==> config.mk <==
export PLATFORM = sky130hd
export DESIGN_NAME = utlb
export DESIGN_NICKNAME = d
export VERILOG_FILES = /design/src/rtl/utlb.sv
export SDC_FILE = /design/constraint.sdc
export NUM_CORES = 1
export LEC_CHECK = 0
export CORE_ASPECT_RATIO = 0.8
export CORE_UTILIZATION = 52
export CTS_BUF_LIST = sky130_fd_sc_hd__clkbuf_2 sky130_fd_sc_hd__clkbuf_4 sky130_fd_sc_hd__clkbuf_8
export CTS_CLUSTER_DIAMETER = 200
export DETAILED_ROUTE_END_ITERATION = 8
export GPL_TIMING_DRIVEN = 0
export MAX_ROUTING_LAYER = met4
export PLACE_DENSITY_LB_ADDON = 0.12
export REMOVE_ABC_BUFFERS = 1
export SLEW_MARGIN = 20
export SYNTH_ARGS = -nofsm -noshare
export SYNTH_HDL_FRONTEND = slang
export SYNTH_SLANG_ARGS = --single-unit
==> constraint.sdc <==
create_clock -name clk -period 2.8 [get_ports clk]
set_input_delay 0.42 -clock clk [delete_from_list [all_inputs] [get_ports clk]]
set_output_delay 0.42 -clock clk [all_outputs]
set_load 0.1 [all_outputs]
==> src/rtl/utlb.sv <==
// utlb: four-entry fully-associative micro-TLB in front of one MMU search port.
// Fetch hits resolve in one cycle; misses go to the shared MMU, return the
// result with fault flags, and install clean translations round-robin.
module utlb #(
  parameter int ENTRY_NUM = 4
) (
  input  logic        clk,
  input  logic        rst_n,
  input  logic        req_valid_i,
  output logic        req_ready_o,
  input  logic [31:0] req_vaddr_i,
  input  logic [9:0]  asid_i,
  input  logic [1:0]  plv_i,
  input  logic        flush_i,
  output logic        resp_valid_o,
  output logic [31:0] resp_paddr_o,
  output logic [1:0]  resp_mat_o,
  output logic        resp_tlbr_o,
  output logic        resp_pif_o,
  output logic        resp_ppi_o,
  output logic        mmu_req_valid_o,
  output logic [31:0] mmu_vaddr_o,
  input  logic        mmu_gnt_i,
  input  logic        mmu_found_i,
  input  logic        mmu_v_i,
  input  logic [1:0]  mmu_plv_i,
  input  logic [1:0]  mmu_mat_i,
  input  logic [31:0] mmu_paddr_i
);

  localparam int IDX_W = $clog2(ENTRY_NUM);

  typedef enum logic {S_IDLE, S_MISS} state_t;

  typedef struct packed {
    logic [19:0] vpn;
    logic [9:0]  asid;
    logic [19:0] ppn;
    logic [1:0]  plv;
    logic [1:0]  mat;
  } entry_t;

  state_t               state;
  logic [ENTRY_NUM-1:0] val;
  entry_t               ent [ENTRY_NUM];
  logic [IDX_W-1:0]     rr;
  logic                 no_install;
  logic [9:0]           miss_asid;
  logic [1:0]           miss_plv;

  logic                 hit;
  entry_t               hit_ent;
  logic                 grant;
  logic                 install;

  assign req_ready_o = (state == S_IDLE);
  assign grant       = (state == S_MISS) && mmu_gnt_i;
  // A flush in the grant cycle also blocks the install: the flush wins the edge.
  assign install     = grant && mmu_found_i && mmu_v_i && !no_install && !flush_i;

  // Associative lookup; tags are unique so at most one entry matches.
  always_comb begin
    // NOTE: every always_comb output gets a default first so no latch is inferred.
    hit     = 1'b0;
    hit_ent = '0;
    for (int i = 0; i < ENTRY_NUM; i++) begin
      if (val[i] && ent[i].vpn == req_vaddr_i[31:12] && ent[i].asid == asid_i && !flush_i) begin
        hit     = 1'b1;
        hit_ent = ent[i];
      end
    end
  end

  // Valid bits and victim pointer: flush clears everything, install sets one slot.
  always_ff @(posedge clk or negedge rst_n) begin
    if (!rst_n) begin
      val <= '0;
      rr  <= '0;
    end else if (flush_i) begin
      val <= '0;
    end else if (install) begin
      val[rr] <= 1'b1;
      rr      <= rr + IDX_W'(1);
    end
  end

  // Entry payload written on install.
  // NOTE: the payload array is not reset; the valid bits alone guard its contents.
  always_ff @(posedge clk) begin
    if (install) begin
      ent[rr] <= '{vpn:  mmu_vaddr_o[31:12],
                   asid: miss_asid,
                   ppn:  mmu_paddr_i[31:12],
                   plv:  mmu_plv_i,
                   mat:  mmu_mat_i};
    end
  end

  // Control FSM with registered response and MMU request outputs.
  always_ff @(posedge clk or negedge rst_n) begin
    if (!rst_n) begin
      state           <= S_IDLE;
      no_install      <= 1'b0;
      miss_asid       <= '0;
      miss_plv        <= '0;
      mmu_req_valid_o <= 1'b0;
      mmu_vaddr_o     <= '0;
      resp_valid_o    <= 1'b0;
      resp_paddr_o    <= '0;
      resp_mat_o      <= '0;
      resp_tlbr_o     <= 1'b0;
      resp_pif_o      <= 1'b0;
      resp_ppi_o      <= 1'b0;
    end else begin
      resp_valid_o <= 1'b0;
      case (state)
        S_IDLE: begin
          if (req_valid_i) begin
            if (hit) begin
              resp_valid_o <= 1'b1;
              resp_paddr_o <= {hit_ent.ppn, req_vaddr_i[11:0]};
              resp_mat_o   <= hit_ent.mat;
              resp_tlbr_o  <= 1'b0;
              resp_pif_o   <= 1'b0;
              resp_ppi_o   <= (plv_i > hit_ent.plv);
            end else begin
              mmu_vaddr_o     <= req_vaddr_i;
              miss_asid       <= asid_i;
              miss_plv        <= plv_i;
              mmu_req_valid_o <= 1'b1;
              state           <= S_MISS;
            end
          end
        end
        S_MISS: begin
          if (flush_i) no_install <= 1'b1;
          if (mmu_gnt_i) begin
            resp_valid_o    <= 1'b1;
            resp_paddr_o    <= (mmu_found_i && mmu_v_i) ? mmu_paddr_i : 32'h0;
            resp_mat_o      <= mmu_mat_i;
            resp_tlbr_o     <= !mmu_found_i;
            resp_pif_o      <= mmu_found_i && !mmu_v_i;
            resp_ppi_o      <= mmu_found_i && mmu_v_i && (miss_plv > mmu_plv_i);
            mmu_req_valid_o <= 1'b0;
            no_install      <= 1'b0;
            state           <= S_IDLE;
          end
        end
        default: state <= S_IDLE;
      endcase
    end
  end

endmodule

# Word-level counts from Yosys, hierarchy flattened

Memory sizes are Yosys's and may differ from the RTL's.
Cells that the tools add are included.

$add $sub $neg: 1
$mul: 0
Div/mod/pow operators: 0
Magnitude comparators: 4
Eq/ne operators: 12
Shift-type cells: 0
Mux-type cells: 47
Bitwise operators: 4
Reduce and logical (&&, ||, !) cells: 32

Operators with widths:

| operator                                                                 | number |
|---|---|
| 32-bit two-way mux                                                       | 4 |
| 24-bit two-way mux                                                       | 4 |
| 20-bit equality test                                                     | 4 |
| 32-bit case mux with 2 select lines                                      | 1 |
| 10-bit equality test                                                     | 4 |
| 1-bit two-way mux                                                        | 25 |
| 1-bit logical AND                                                        | 21 |
| 1-bit case mux with 2 select lines                                       | 6 |
| 3-bit AND reduction                                                      | 3 |
| 4-bit two-way mux                                                        | 2 |
| 2-bit two-way mux                                                        | 3 |
| 2-bit inequality test (second input constant)                            | 3 |
| 2-bit greater-than comparator                                            | 2 |
| 1-bit logical NOT                                                        | 4 |
| 4-bit bitwise OR                                                         | 1 |
| 2-bit case mux with 2 select lines                                       | 1 |
| 2-bit AND reduction                                                      | 2 |
| 2-bit nonzero test                                                       | 2 |
| 2-bit by 3-bit < comparator with 1-bit output (second input constant)    | 1 |
| 1-bit inverter                                                           | 3 |
| 2-bit by 1-bit adder with 2-bit output (second input constant)           | 1 |
| 1-bit demux with 2-bit select                                            | 1 |
| 2-bit by 1-bit >= comparator with 1-bit output (second input constant)   | 1 |
| 2-bit by 1-bit inequality test with 1-bit output (second input constant) | 1 |

Bits in registers: 91
Bits in latches: 0
Bits in writable memories: 216
ROM bits: 0
Input bits: 87
Output and inout port bits: 72
Word-level logic and storage cells: 115
Memories kept: 1

Memories:

| name | depth | bits a word | rd ports | clocked after memory_dff | write ports | RTL line | RTL |
|---|---|---|---|---|---|---|---|
| ent  | 4     | 54          | 4        | 0                        | 1           | 45       | `entry_t ent [ENTRY_NUM];` |

# Logic depth before layout (Yosys ltp)

Gate-level depths: netlist of the first run.
An unclocked memory read counts as a cell.

Depth in word-level cells: 13
Mapped depth: 15
Gate-level depth less buffers: 13

# Worst setup path after synthesis of the first run

Ideal clock, no wire load.

Path type: input -> register
Start point: input port asid_i[1]
End point: register resp_ppi_o
Setup time: 78 ps
Arrival: 3,047 ps
Required time: 2,722 ps
Path slack: -326 ps
Stages on the path: 13
Buffers on the path: 2
Cell sequence: clkbuf_1 -> xor2_1 -> nor4_1 -> nand4_1 -> or2_1 -> buf_2 -> a31o_2 -> mux2_2 -> mux2_2 -> ha_1 -> a211oi_1 -> a21oi_1 -> a21oi_1

Cells in the longest elaborated chain, start to end: 11
Elaborated cells between the ends (all ways): 26
Those cells by class: 1 x order compare; 5 x eq/ne; 11 x mux; 9 x reduce/logical

RTL lines:

| item                               | RTL line | RTL |
|---|---|---|
| start, declared                    | 12       | `input logic [9:0] asid_i,` |
| 10-bit equality test               | 67       | `if (val[i] && ent[i].vpn == req_vaddr_i[31:12] && ent[i].asid == asid_i && !flush_i) begin` |
| 1-bit logical AND (2 in a row)     | 67       |  |
| 24-bit two-way mux (4 in a row)    | 67       |  |
| 2-bit greater-than comparator      | 125      | `resp_ppi_o <= (plv_i > hit_ent.plv);` |
| 1-bit two-way mux                  | 119      | `if (hit) begin` |
| 1-bit two-way mux                  | 118      | `if (req_valid_i) begin` |
| 1-bit case mux with 2 select lines | 116      | `case (state)` |
| end signal, assigned               | 125      |  |
| end signal, assigned               | 143      | `resp_ppi_o <= mmu_found_i && mmu_v_i && (miss_plv > mmu_plv_i);` |
| end, declared                      | 20       | `output logic resp_ppi_o,` |

Parallel ways exist; a longest one is shown, timed or not. The select of a mux whose other input is x is not followed.
A chain may end at the register's enable or synchronous reset.

# Worst setup path in the final report of the first run

Start point: register state
End point: output port req_ready_o

Cells in the longest elaborated chain, start to end: 1

RTL lines:

| item                     | RTL line | RTL |
|---|---|---|
| start, declared          | 43       | `state_t state;` |
| start signal, assigned   | 102      | `state <= S_IDLE;` |
| start signal, assigned   | 131      | `state <= S_MISS;` |
| start signal, assigned   | 146      | `state <= S_IDLE;` |
| 1-bit inverter (no line) | --       |  |
| end, declared            | 10       | `output logic req_ready_o,` |

No other way between the ends.

==> impl_metrics.env, run 1 <==
export IMPL_min_path_type="primary input to register"
export IMPL_synthXorXnorAreaFrac=0.08251
export IMPL_clock_sinks=307
export IMPL_synth_enable_flop_cells=216
export IMPL_synth_area_per_cell_um2=14.40
export IMPL_ys_async_sr_fraction=0.2964
export IMPL_placed_cell_area_um2=14780
export IMPL_clk_latency_ns=0.55
export IMPL_synth_area_um2=12840
export IMPL_outcome="complete, but fails checks"
export IMPL_drt_initial_drc_count=563
export IMPL_hold_path_depth=2
export IMPL_initial_core_util=0.5283
export IMPL_grt_max_degree=56
export IMPL_postRouteAntennaNets=0
export IMPL_synthFlopType="edfxtp_1"
export IMPL_hold_viol_final=0
export IMPL_path_cells="clkinv_2, dlygate4sd2_1"
export IMPL_max_cap_viol_count=0
export IMPL_clockBufferDepth=3
export IMPL_die_y_um=142.6
export IMPL_yosys_warnings=0
export IMPL_cts_root_buf="clkbuf_8"
export IMPL_cp_start_kind="register"
export IMPL_slowest_delay_ns=0.79
export IMPL_peakVddDrop_uv=464.2
export IMPL_slew_viol_final=0
export IMPL_reg2reg_depth=13
export IMPL_min_period_over_period=1.134
export IMPL_crit_family="buffers and inverters"
export IMPL_first_pass_iters=7
export IMPL_core_area_um2=24310
export IMPL_final_common_cell="edfxtp_1"
export IMPL_synth_mux_area_frac=0.04345
export IMPL_cp_arrival_ns=2.75
export IMPL_max_freq_mhz=315.0
export IMPL_grt_pass1_wl_um=47910
export IMPL_ios=159
export IMPL_grt_setup_unrepaired="yes"
export IMPL_wire_per_inst_um=23.50
export IMPL_dp_cells=1311
export IMPL_relSlewSlack=0.3009
export IMPL_yosys_register_bits=307
export IMPL_fin_crit_ns=3.174
export IMPL_die_w_um=177.7
export IMPL_p_leak_nw=6.296
export IMPL_antenna_found_initial=0
export IMPL_nNetsFinal=1186
export IMPL_path_class="register to output pin"
export IMPL_crit_buf_inv=2
export IMPL_ys_seq_area_frac=0.6823
export IMPL_drc=2
export IMPL_synth_top_family_by_area="XOR/XNOR gates"
export IMPL_cts_tree="yes"
export IMPL_setup_ws_ns=-0.3742
export IMPL_crit_required_ns=2.38
export IMPL_drive_gt1_frac=0.2356
export IMPL_routed_wl_um=34010
export IMPL_gp_congestion=0.8331
export IMPL_post_dp_hpwl_um=19470
export IMPL_worstSetupEndpointType="output pin"
export IMPL_most_common_layout_cells="216 x edfxtp_1, 135 x clkdlybuf4s50_1, 91 x dfrtp_1"
export IMPL_clkTransAtPathRegs_ns=0.06
export IMPL_synthDistinctLibCells=47
export IMPL_numCtsBuffers=48
export IMPL_h_tree_depth=2
export IMPL_slowest_stage="dlygate4sd2_1"
export IMPL_overflow=0
export IMPL_grt_usage=0.2665
export IMPL_area_delta_synth_final_pct=31.16
export IMPL_grt_pass1_vias=7880
export IMPL_vias=8335
export IMPL_final_cell_area_um2=16850
export IMPL_setup_viol=33
export IMPL_power_density_nw_per_um2=770.6
export IMPL_rows=51
export IMPL_skew_ns=0.02557
export IMPL_post_place_ws_ns=-2.068
export IMPL_synthCells=892
export IMPL_critPathMaxFanout=35
export IMPL_die_area_um2=25340
export IMPL_violations="design-rule violations, negative setup slack"
export IMPL_synth_fa_ha_area_frac=0.007793
export IMPL_via_per_inst=5.760
export IMPL_synthSimpleGateAreaFrac=0.07647
export IMPL_critical_path_depth=2
export IMPL_stdcell_count=1447
export IMPL_synth_compound_area_frac=0.07131
export IMPL_portBuffers=158
export IMPL_diodes=0
export IMPL_tightest_slew_ns=1.045
==> power breakdown <==
| part | internal [mW] | switching, mW | leakage (nW) | total, mW |
|---|---|---|---|---|
| Clock | 2.01 | 1.70 | 0.514 | 3.72 |
| Combinational | 1.06 | 2.59 | 2.76 | 3.65 |
| Sequential | 5.31 | 0.300 | 3.02 | 5.61 |
| Total | 8.39 | 4.59 | 6.30 | 13.0 |
==> sequential cells by signal, summed over array words and instances, names as in the netlist <==
signal,cells
rr,2
resp_valid_o,1
resp_tlbr_o,1
miss_plv,2
resp_pif_o,1
mmu_req_valid_o,1
no_install,1
resp_mat_o,2
state,1
val,4
resp_paddr_o,32
mmu_vaddr_o,32
resp_ppi_o,1
miss_asid,10
ent,216
==> per-stage QoR <==
stage                     hold slack, ns  power, mW    util  setup TNS, ns
after floorplan                   0.1244      8.018       -        -162.67
after detailed placement          0.3826      9.045  0.6079        -154.76
final                             0.3387      12.98  0.6929         -1.476
after global placement            0.4602      8.984  0.5963       -1135.39
after CTS                         0.3892      12.79  0.6685        -0.6208
after global routing              0.3282      13.39  0.6929         -5.622
==> Yosys cell counts (22+ instances only) <==
master | count | share of area
a31o_2 | 22 | 0.015
a31oi_1 | 22 | 0.011
dfrtp_1 | 91 | 0.18
clkbuf_1 | 53 | 0.015
mux2_1 | 37 | 0.032
edfxtp_1 | 216 | 0.51
inv_1 | 36 | 0.011
nand4_1 | 26 | 0.013
xor2_1 | 79 | 0.054
nand2_1 | 32 | 0.0094
nor3_1 | 62 | 0.024
xnor2_1 | 42 | 0.029
nor4_1 | 23 | 0.011
==> layout make-up <==
cell class              count  area [um2]
clock buffers              74       887.1
clock inverters            14       60.06
fillers                  1689        7466
inverters                  37       145.1
multi-input cells         483        4164
flip-flops and latches    307        8763
well taps                 318       397.9
repair buffers            214        2429
==> worst paths after layout <==
path	startpoint	end	slack (ns)
setup reg to reg	ent[1][38]	resp_ppi_o	-0.29
setup / recovery	state	req_ready_o	-0.37
hold / removal	asid_i[1]	miss_asid[1]	0.34
hold reg to reg	val[1]	val[1]	0.50
min in group asynchronous	rst_n	mmu_vaddr_o[14]	0.38
max in group asynchronous	rst_n	resp_paddr_o[26]	1.78
==> per-layer routing <==
| metal | vias up | routed length [um] | GRT usage |
|---|---|---|---|
| met3 | 61 | 3008 | 0.04754 |
| met4 | 0 | 714 | 0.06388 |
| li1 | 3719 | - | - |
| met1 | 4163 | 15500 | 0.4024 |
| met2 | 392 | 14790 | 0.3740 |
| met5 | - | 0 | - |
==> logic make-up after synthesis <==
group / Yosys count
flip-flops: 307
AND/OR/NAND/NOR: 176
AO/OA/AOI/OAI: 123
XOR/XNOR: 121
buffers and inverters: 107
multiplexers: 50
adder cells (fa/ha/maj): 8
==> timing repair <==
| item | CTS | global route |
|---|---|---|
| cloned | 5 | 8 |
| buffers inserted | 22 | 12 |
| setup endpoints to repair | 85 | 123 |
| gates resized for setup | 67 | 67 |
| hold buffers | 1 | 0 |
| pin swaps | 19 | 13 |
| endpoints found under the hold margin | 36 | 0 |
Power figures use the tool's default switching activity.
==> run 2: changes to the inputs <==
CORE_MARGIN = 2   (was default)
==> run 2 against run 1 <==
Compared with the run above:
- the run ends with negative setup slack left
- sequential power barely moved
- clock skew fell by 0.0082 ns
- count of clock-buffer cells in the layout did not move
- final area is 0.43% higher
- critical path depth is 10 higher
- sequential cell count unchanged
- power rose by 1.8%
- cell count hardly changed
- core utilization rose by 0.30 points
- largest cell class unchanged
==> impl_metrics.env, run 2 (synthesis results as in run 1) <==
export IMPL_grt_usage=0.2564
export IMPL_multi_input_area_um2=4232
export IMPL_first_pass_iters=7
export IMPL_tightest_slew_ns=1.026
export IMPL_setup_viol=84
export IMPL_top_regs="ent (216), mmu_vaddr_o (32), resp_paddr_o (32)"
export IMPL_p_seq_frac=0.425
export IMPL_gp_congestion=0.7881
export IMPL_outcome="complete, but fails checks"
export IMPL_min_period_over_period=1.098
export IMPL_stdcell_count=1448
export IMPL_hold_worst_slack_ns=0.3420
export IMPL_grt_setup_unrepaired="yes"
export IMPL_slowest_delay_ns=0.60
export IMPL_clk_latency_ns=0.57
export IMPL_peakVddDrop_uv=475.0
export IMPL_portBuffers=158
export IMPL_largest_reg_flops=216
export IMPL_die_area_um2=25980
export IMPL_slowest_stage="clkdlybuf4s50_1"
export IMPL_highest_layer="met4"
export IMPL_grt_max_degree=60
export IMPL_vias=8445
export IMPL_nNetsFinal=1186
export IMPL_fillers=1693
export IMPL_fin_crit_ns=3.073
export IMPL_cts_tree="yes"
export IMPL_largest_register="ent"
export IMPL_p_comb_frac=0.276
export IMPL_via_per_inst=5.832
export IMPL_clock_sinks=307
export IMPL_antenna_found_initial=0
export IMPL_rows=51
export IMPL_utilization=0.6959
export IMPL_slew_viol_final=0
export IMPL_dp_cells=1312
export IMPL_min_path_type="primary input to async pin"
export IMPL_grt_pass1_vias=8070
export IMPL_path_cells="clkdlybuf4s50_1, xor2_1, nor4_2, nand4_1, or2_4, a31o_4, mux2_4, mux2_4, ha_4, a211oi_2, a21oi_1, a21oi_1"
export IMPL_h_tree_depth=2
export IMPL_power_mw=13.22
export IMPL_critPathMaxFanout=5
export IMPL_dr_wl_met3_um=3520
export IMPL_setup_ws_ns=-0.2735
export IMPL_violations="negative setup slack"
export IMPL_path_class="primary input to register"
export IMPL_overflow=0
export IMPL_most_common_layout_cells="216 x edfxtp_1, 141 x clkdlybuf4s50_1, 91 x dfrtp_1"
export IMPL_cts_root_buf="clkbuf_8"
export IMPL_ios=159
export IMPL_reg2reg_from="ent[1][45]"
export IMPL_cp_start_kind="primary input"
export IMPL_drive_gt1_frac=0.2338
export IMPL_wire_per_inst_um=24.03
export IMPL_wl_met2_um=15050
export IMPL_power_switching_mw=4.661
export IMPL_crit_required_ns=3.30
export IMPL_wl_met1_um=15630
export IMPL_clock_power_share=0.299
export IMPL_postRouteAntennaNets=0
export IMPL_drc=0
export IMPL_core_area_um2=24310
export IMPL_area_delta_synth_final_pct=31.73
export IMPL_relSlewSlack=0.3138
export IMPL_post_dp_hpwl_um=19680
export IMPL_die_w_um=179.7
export IMPL_clockBufferDepth=3
export IMPL_max_freq_mhz=325.4
export IMPL_switching_share=0.3526
export IMPL_max_cap_viol_count=0
export IMPL_power_density_nw_per_um2=781.2
export IMPL_routed_wl_um=34800
export IMPL_initial_core_util=0.5283
export IMPL_regArea_um2=8763
export IMPL_clkTransAtPathRegs_ns=0.07
export IMPL_numCtsBuffers=47
export IMPL_p_int_mw=8.555
export IMPL_skew_ns=0.01741
export IMPL_hold_viol_final=0
export IMPL_drt_initial_drc_count=800
export IMPL_grt_pass1_wl_um=48460
export IMPL_worstSetupStartpoint="asid_i[9]"
export IMPL_worstSetupEndpointType="register"
export IMPL_p_leak_nw=6.191
export IMPL_die_y_um=144.6
export IMPL_final_common_cell="edfxtp_1"
export IMPL_cp_arrival_ns=3.57
run 2: cell count changes in the layout (fill, tap and decap cells not counted), moves of 3 or more:
cell / before / now
a21oi_1: 17 / 6
a21oi_2: 2 / 13
a31oi_1: 21 / 16
a31oi_4: 0 / 6
buf_16: 6 / 3
buf_4: 20 / 27
buf_6: 9 / 4
clkdlybuf4s50_1: 135 / 141
clkinv_2: 7 / 3
dlygate4sd2_1: 16 / 11
mux2_1: 2 / 22
mux2_4: 40 / 18
nor4_2: 11 / 8
run 2: area by class of cell:
cell class	instances	share of cell area
clock buffer	74	0.05317
sequential	307	0.5180
tap	318	0.02352
clock inverter	13	0.006212
inverter	37	0.008800
multi-input combinational	484	0.2501
antenna	1	0.0001479
timing repair buffer	214	0.1401
run 2: final timing paths:
path | slack, ns | endpoint | depth (start not counted)
max | -0.27 | resp_ppi_o | 12
min | 0.34 | val[2] | 2
max reg2reg | -0.21 | resp_ppi_o | 12
min reg2reg | 0.49 | mmu_vaddr_o[2] | 1
max in group asynchronous | 1.82 | resp_paddr_o[28] | 3
min in group clk | 0.35 | miss_asid[5] | 2
run 2: power by group through the flow:
| stage | clock (mW) | sequential (mW) | combinational [mW] |
|---|---|---|---|
| after detailed placement | 0 | 5.70 | 3.36 |
| after global routing | 4.18 | 5.66 | 3.78 |
| after CTS | 3.98 | 5.61 | 3.41 |
| after floorplan | 0 | 7.46 | 0.560 |
| after global placement | 0 | 5.68 | 3.31 |
| final | 3.95 | 5.62 | 3.65 |
run 2: critical path: cells and delay by family:
kind | cells | cell delay (ns)
xor gates and xnor gates | 1 | 0.26
and+or+nand+nor | 3 | 0.90
AOI/OAI and AO/OA | 4 | 0.61
muxes | 2 | 0.54
buffers and inverters | 1 | 0.60
adders and majority gates | 1 | 0.24
run 2: timing repair:
item,in CTS,in global routing
pin swaps,19,16
hold buffers,1,0
gates resized for setup,49,81
setup endpoints to repair,85,215
endpoints found under the hold margin,32,0
cloned,4,11
setup buffers,22,11
run 2: through the flow:
step	setup slack (ns)	TNS, ns	area (um2)
6_report	-0.2735	-7.365	16920
5_1_grt	-0.4562	-13.34	16920
4_1_cts	-0.2276	-6.527	16190
3_5_place_dp	-2.392	-168.40	14790
3_3_place_gp	-4.110	-1120.62	14500
2_1_floorplan	-1.003	-162.67	12520
run 2: per-layer routing:
metal,vias up,track usage
li1,3732,-
met3,58,0.05742
met1,4229,0.3789
met2,426,0.3591
met4,0,0.06889
met5,-,-
